===== src/rtl/remote_ir_pkg.sv =====
// Shared frame layout and FSM encoding for the 38 kHz remote-control link.
// The receiver side uses the same package so both ends agree on bit order.
package remote_ir_pkg;

    localparam int FRAME_BITS           = 32;
    localparam int DEFAULT_CLKS_PER_BIT = 8;

    typedef enum logic [1:0] {
        IDLE = 2'd0,
        LEAD = 2'd1,
        DATA = 2'd2,
        GAP  = 2'd3
    } ir_state_t;

    // Frame is {address, key, inverted key}; corrupt forces the inverse field to zero
    // so the receiver's integrity check rejects it.
    function automatic logic [FRAME_BITS-1:0] ir_frame(
        input logic [15:0] addr,
        input logic [7:0]  key,
        input logic        corrupt
    );
        return {addr, key, (corrupt ? 8'h00 : ~key)};
    endfunction

endpackage


===== src/rtl/ir_bit_timer.sv =====
// Free-running bit-time counter. tick marks the last clock of each bit-time
// so the FSM can advance exactly on bit boundaries.
module ir_bit_timer #(
    parameter int CLKS_PER_BIT = 8
) (
    input  logic clk,
    input  logic rst_n,
    input  logic clear,
    input  logic enable,
    output logic tick
);

    localparam int              CW   = $clog2(CLKS_PER_BIT);
    localparam logic [CW-1:0]   LAST = CW'(CLKS_PER_BIT - 1);

    logic [CW-1:0] cnt;

    assign tick = enable && (cnt == LAST);

    // Count clocks within a bit-time; wrap explicitly at the terminal count.
    always_ff @(posedge clk or negedge rst_n) begin
        if (!rst_n) begin
            cnt <= '0;
        end else if (clear) begin
            cnt <= '0;
        end else if (enable) begin
            cnt <= tick ? '0 : cnt + CW'(1);
        end
    end

endmodule


===== src/rtl/remote_ir_transmitter.sv =====
// Serial IR frame transmitter: lead-in idle, 32 data bits MSB first, trailing gap.
// Line idles high; all outputs are registered.
//
// Handshake: Enviar is a level request sampled only in IDLE. The rising edge that
// sees Enviar=1 in IDLE accepts the frame and latches Endereco/Tecla/Corromper;
// Busy stays high until the gap ends, when Done pulses for one cycle. Requests
// while Busy=1 are dropped, never queued.
module remote_ir_transmitter
    import remote_ir_pkg::*;
#(
    parameter int CLKS_PER_BIT = DEFAULT_CLKS_PER_BIT,
    parameter int LEAD_BITS    = 2,
    parameter int GAP_BITS     = 2
) (
    input  logic        Clock,
    input  logic        Reset,
    input  logic [15:0] Endereco,
    input  logic [7:0]  Tecla,
    input  logic        Corromper,
    input  logic        Enviar,
    output logic        Serial,
    output logic        Busy,
    output logic        Done,
    output ir_state_t   dbg_state
);

    localparam int            PHASE_MAX = (LEAD_BITS > GAP_BITS) ? LEAD_BITS : GAP_BITS;
    localparam int            PW        = $clog2(PHASE_MAX + 1);
    localparam logic [PW-1:0] LEAD_LAST = PW'(LEAD_BITS - 1);
    localparam logic [PW-1:0] GAP_LAST  = PW'(GAP_BITS - 1);
    localparam logic [4:0]    BIT_LAST  = 5'(FRAME_BITS - 1);

    ir_state_t             state;
    logic [FRAME_BITS-1:0] shift;
    logic [4:0]            bit_idx;
    logic [PW-1:0]         phase;
    logic                  tick;
    logic                  timer_clear;
    logic                  timer_enable;

    assign timer_clear  = (state == IDLE);
    assign timer_enable = (state != IDLE);
    assign dbg_state    = state;

    ir_bit_timer #(
        .CLKS_PER_BIT(CLKS_PER_BIT)
    ) u_bit_timer (
        .clk    (Clock),
        .rst_n  (Reset),
        .clear  (timer_clear),
        .enable (timer_enable),
        .tick   (tick)
    );

    // Frame sequencer: every state change and output update lands on a bit boundary.
    always_ff @(posedge Clock or negedge Reset) begin
        if (!Reset) begin
            state   <= IDLE;
            shift   <= '0;
            bit_idx <= '0;
            phase   <= '0;
            Serial  <= 1'b1;
            Busy    <= 1'b0;
            Done    <= 1'b0;
        end else begin
            Done <= 1'b0;
            case (state)
                IDLE: begin
                    Serial  <= 1'b1;
                    Busy    <= 1'b0;
                    phase   <= '0;
                    bit_idx <= '0;
                    if (Enviar) begin
                        shift <= ir_frame(Endereco, Tecla, Corromper);
                        Busy  <= 1'b1;
                        state <= LEAD;
                    end
                end
                LEAD: begin
                    if (tick) begin
                        if (phase == LEAD_LAST) begin
                            phase  <= '0;
                            Serial <= shift[FRAME_BITS-1];
                            state  <= DATA;
                        end else begin
                            phase <= phase + PW'(1);
                        end
                    end
                end
                DATA: begin
                    if (tick) begin
                        shift   <= {shift[FRAME_BITS-2:0], 1'b0};
                        bit_idx <= bit_idx + 5'd1;
                        if (bit_idx == BIT_LAST) begin
                            Serial <= 1'b1;
                            state  <= GAP;
                        end else begin
                            Serial <= shift[FRAME_BITS-2];
                        end
                    end
                end
                GAP: begin
                    if (tick) begin
                        if (phase == GAP_LAST) begin
                            phase <= '0;
                            Busy  <= 1'b0;
                            Done  <= 1'b1;
                            state <= IDLE;
                        end else begin
                            phase <= phase + PW'(1);
                        end
                    end
                end
                default: begin
                    Serial <= 1'b1;
                    Busy   <= 1'b0;
                    state  <= IDLE;
                end
            endcase
        end
    end

endmodule


===== config.mk =====
export PLATFORM = sky130hd
export DESIGN_NAME = remote_ir_transmitter
export DESIGN_NICKNAME = d
export VERILOG_FILES = /design/src/rtl/remote_ir_pkg.sv /design/src/rtl/ir_bit_timer.sv /design/src/rtl/remote_ir_transmitter.sv
export SDC_FILE = /design/constraint.sdc
export NUM_CORES = 1
export LEC_CHECK = 0
export CORE_AREA = 2 2 78 118
export DETAILED_ROUTE_END_ITERATION = 8
export DIE_AREA = 0 0 80 120
export GPL_TIMING_DRIVEN = 0
export PLACE_DENSITY = 0.56
export RECOVER_POWER = 100
export SLEW_MARGIN = 20
export SYNTH_ARGS = -nofsm -noshare
export SYNTH_HDL_FRONTEND = slang
export SYNTH_HIERARCHICAL = 1
export SYNTH_SLANG_ARGS = --single-unit

===== constraint.sdc =====
create_clock -name Clock -period 2.2 [get_ports Clock]
set_input_delay 0.22 -clock Clock [delete_from_list [all_inputs] [get_ports Clock]]
set_output_delay 0.22 -clock Clock [all_outputs]
set_load 0.05 [all_outputs]

==> impl_metrics.toml <==
[outcome]
outcome = "finished clean"

[critical_path]
critPathSlowestCell = "dfrtp_2"
criticalPathCategory = "flop to flop"
worstSetupStartpointType = "flop"
worstPathArrival_ns = 2.22
critPathRequiredTime_ns = 2.38
crit_buf_inv = 3
crit_family = "flip-flops"
critPathMostFrequentCell = "inv_1"
cpPeakStageDelay_ns = 0.42
end_kind = "flop"
worstPathMaxFanout = 9
crit_chain = "inv_1, ha_2, buf_6, inv_1, and2_2, nor2_1, a2111oi_2, mux2_2"

[logic_synthesis]
postSynthCellCount = 239
ys_top_cells_by_area = "dfrtp_1 46%, mux2i_1 10%, a21oi_2 10%"
syn_avg_cell_area_sq_um = 10.5
synth_top_area_share_pct = 45.7
ys_async_sr_fraction_pct = 100
yosysSeqAreaShare_pct = 46.7
synth-edff-count = 0
synth_nets = 276
ys_ff_latch = 47
yosysWarnings = 6
ys_types = 33
ys.flop_type = "dfrtp_1"
syn-cell-area_sq_um = 2520
yosysTopAreaCell = "dfrtp_1"

[routing]
vias = 1808
drtPass1Iterations = 4
route.detailed.drc = 0
wirelength_microns = 5140
ant_nets = 0
via_per_inst = 4.64
routedWlPerCell_microns = 13.2
drt_iter0_markers = 91

[die]
dieArea_sq_um = 9600
start_util_pct = 29.2
die_height_microns = 120
rows = 42
coreArea_sq_um = 8620
fp.dieW_microns = 80
ios = 33

[timing]
final_hold_viol_count = 0
slew_headroom_pct = 20.1
whs_ns = 0.500
finalClockSkew_ns = 0.00571
final_max_slew_viol_count = 0
finalSetupViolations = 0
fmax_mhz = 489
worst_pin_slew_ns = 1.20
fin_crit_sh_pct = 92.9
rsz0062_at_grt = "no"
layout_min_cycle_time_ns = 2.04

[cts]
cts_tree = "done"
clkLatencyLatePin_ns = 0.29
htreeDepth = 2
cts_root_buf = "clkbuf_16"
clk_pin_slew_ns = 0.07
numClockSinks = 47
cts_buffers = 5
cts_buffer_depth = 2

[power]
comb_power_share_pct = 7.4
clkPwrFrac_pct = 42.3
switching_power_w = 0.000394
finalPower_w = 0.00180
p_int_w = 0.00141
cellLeakagePower_nw = 1.46
p_per_area_nw_per_um2 = 572
vdd_ir_drop_max_uv = 318
switching_share_pct = 21.9
seqPwrFrac_pct = 50.3

[cells_and_area]
final.fill_count = 917
num_antenna_cells = 0
drive_gt1_share_pct = 23.2
finalInstanceArea_sq_um = 3150
syn_to_final_growth_pct = 25.0
most-common-layout-cells = "44 x dfrtp_1, 40 x nor2_1, 29 x a21oi_2, 26 x mux2i_1, 26 x clkdlybuf4s50_1"
fin_nets = 317
final_common_cell = "dfrtp_1"

[global_routing]
grt_max_degree = 48
grt_overflow = 0
grt_antenna_before_repair = 0
grt_use_total_pct = 11.7
grt_pass1_vias = 1887
grt_pass1_wl_microns = 8780

[placement]
gp_congestion = 0.731
port_buffers = 31
dp_hpwl_microns = 3660
postPlaceCellArea_sq_um = 2970

[flow_run]
drv_cap = 0

[min_path]
min_path_type = "flop to flop"
-- registers in the layout, indices dropped and copies added (netlist names) --
register,count
phase,2
u_bit_timer/cnt,3
dbg_state,2
Busy,1
Done,1
bit_idx,5
Serial,1
shift,32
-- Yosys cell counts, types with 3 or more instances --
cell type	number
a21oi_1	9
a21oi_2	29
buf_2	4
buf_6	4
clkbuf_1	4
dfrtp_1	46
ha_1	9
inv_1	5
mux2_2	5
mux2i_1	26
nand2_1	9
nand2b_1	4
nand3_1	3
nor2_1	40
nor2b_1	4
nor3_1	10
o21ai_0	9
-- power groups by stage --
stage                     clock network [W]  logic (W)  registers, W
after floorplan                           0  0.0000539      0.000922
after global placement                    0   0.000135      0.000922
after detailed placement                  0   0.000135      0.000923
after CTS                          0.000785   0.000137      0.000907
after global routing               0.000820   0.000149      0.000909
final                              0.000761   0.000133      0.000906
-- routing by layer --
layer  wire [microns]  GRT usage [%]
met1             2050           12.8
met2             2850           21.5
met3              142           2.56
met4               90           4.56
met5                0              0
-- layout make-up --
cell class / count / area, sq um / share of cell area (%)
Tap cell: 110 / 138 / 4.37
Multi-Input combinational cell: 172 / 1220 / 38.6
Inverter: 5 / 18.8 / 0.596
Timing Repair Buffer: 34 / 343 / 10.9
Clock inverter: 1 / 5.00 / 0.159
Buffer: 15 / 110 / 3.50
Sequential cell: 47 / 1180 / 37.5
Clock buffer: 6 / 139 / 4.41
-- cells by family after synthesis --
family,count (synthesis),synth area share (%)
AO/OA/AOI/OAI,53,16.6
flip-flops,47,46.7
multiplexers,31,12.6
AND/OR/NAND/NOR,76,13.9
adder cells (fa/ha/maj),9,4.47
buffers and inverters,20,4.67
XOR/XNOR,3,1.04
-- path summary, 6_finish.rpt --
check	depth (start not counted)	start	slack [ns]	end
setup / recovery	8	dbg_state[0]$_DFFE_PN0P_	0.16	dbg_state[1]$_DFFE_PN0P_
hold / removal	1	u_bit_timer/cnt[2]$_DFFE_PN0P_	0.50	u_bit_timer/cnt[2]$_DFFE_PN0P_
setup reg to reg	8	dbg_state[0]$_DFFE_PN0P_	0.16	dbg_state[1]$_DFFE_PN0P_
hold reg to reg	1	u_bit_timer/cnt[2]$_DFFE_PN0P_	0.50	u_bit_timer/cnt[2]$_DFFE_PN0P_
max in group asynchronous	2	Reset	0.68	dbg_state[0]$_DFFE_PN0P_
min in group asynchronous	2	Reset	0.71	bit_idx[0]$_DFFE_PN0P_
-- repair_timing --
| item | in CTS | in global routing |
|---|---|---|
| hold buffers | 1 | 0 |
| pin swaps | 1 | 0 |
| resized for setup | 1 | 7 |
| endpoints found under the setup margin | 22 | 37 |
| endpoints found under the hold margin | 46 | 0 |
| setup buffers | 2 | 0 |
-- worst reg2reg max path, stage by stage, from the launching register on --
cell and delay [ns]:
dfrtp_2 0.42, inv_1 0.08, ha_2 0.22, buf_6 0.15, inv_1 0.11, and2_2 0.20, nor2_1 0.07, a2111oi_2 0.31
mux2_2 0.38
-- metrics by stage --
stage / setup slack, ns / cells / setup TNS [ns] / util, %
3_3_place_gp: -0.787 / 380 / -28.25 / 34.5
4_1_cts: 0.00895 / 390 / 0 / 36.6
3_5_place_dp: -0.0365 / 380 / -0.561 / 34.4
5_1_grt: 0.00371 / 390 / 0 / 36.5
2_1_floorplan: 0.0333 / 239 / 0 / -
6_report: 0.156 / 390 / 0 / 36.5
Power figures use the tool's default switching activity.
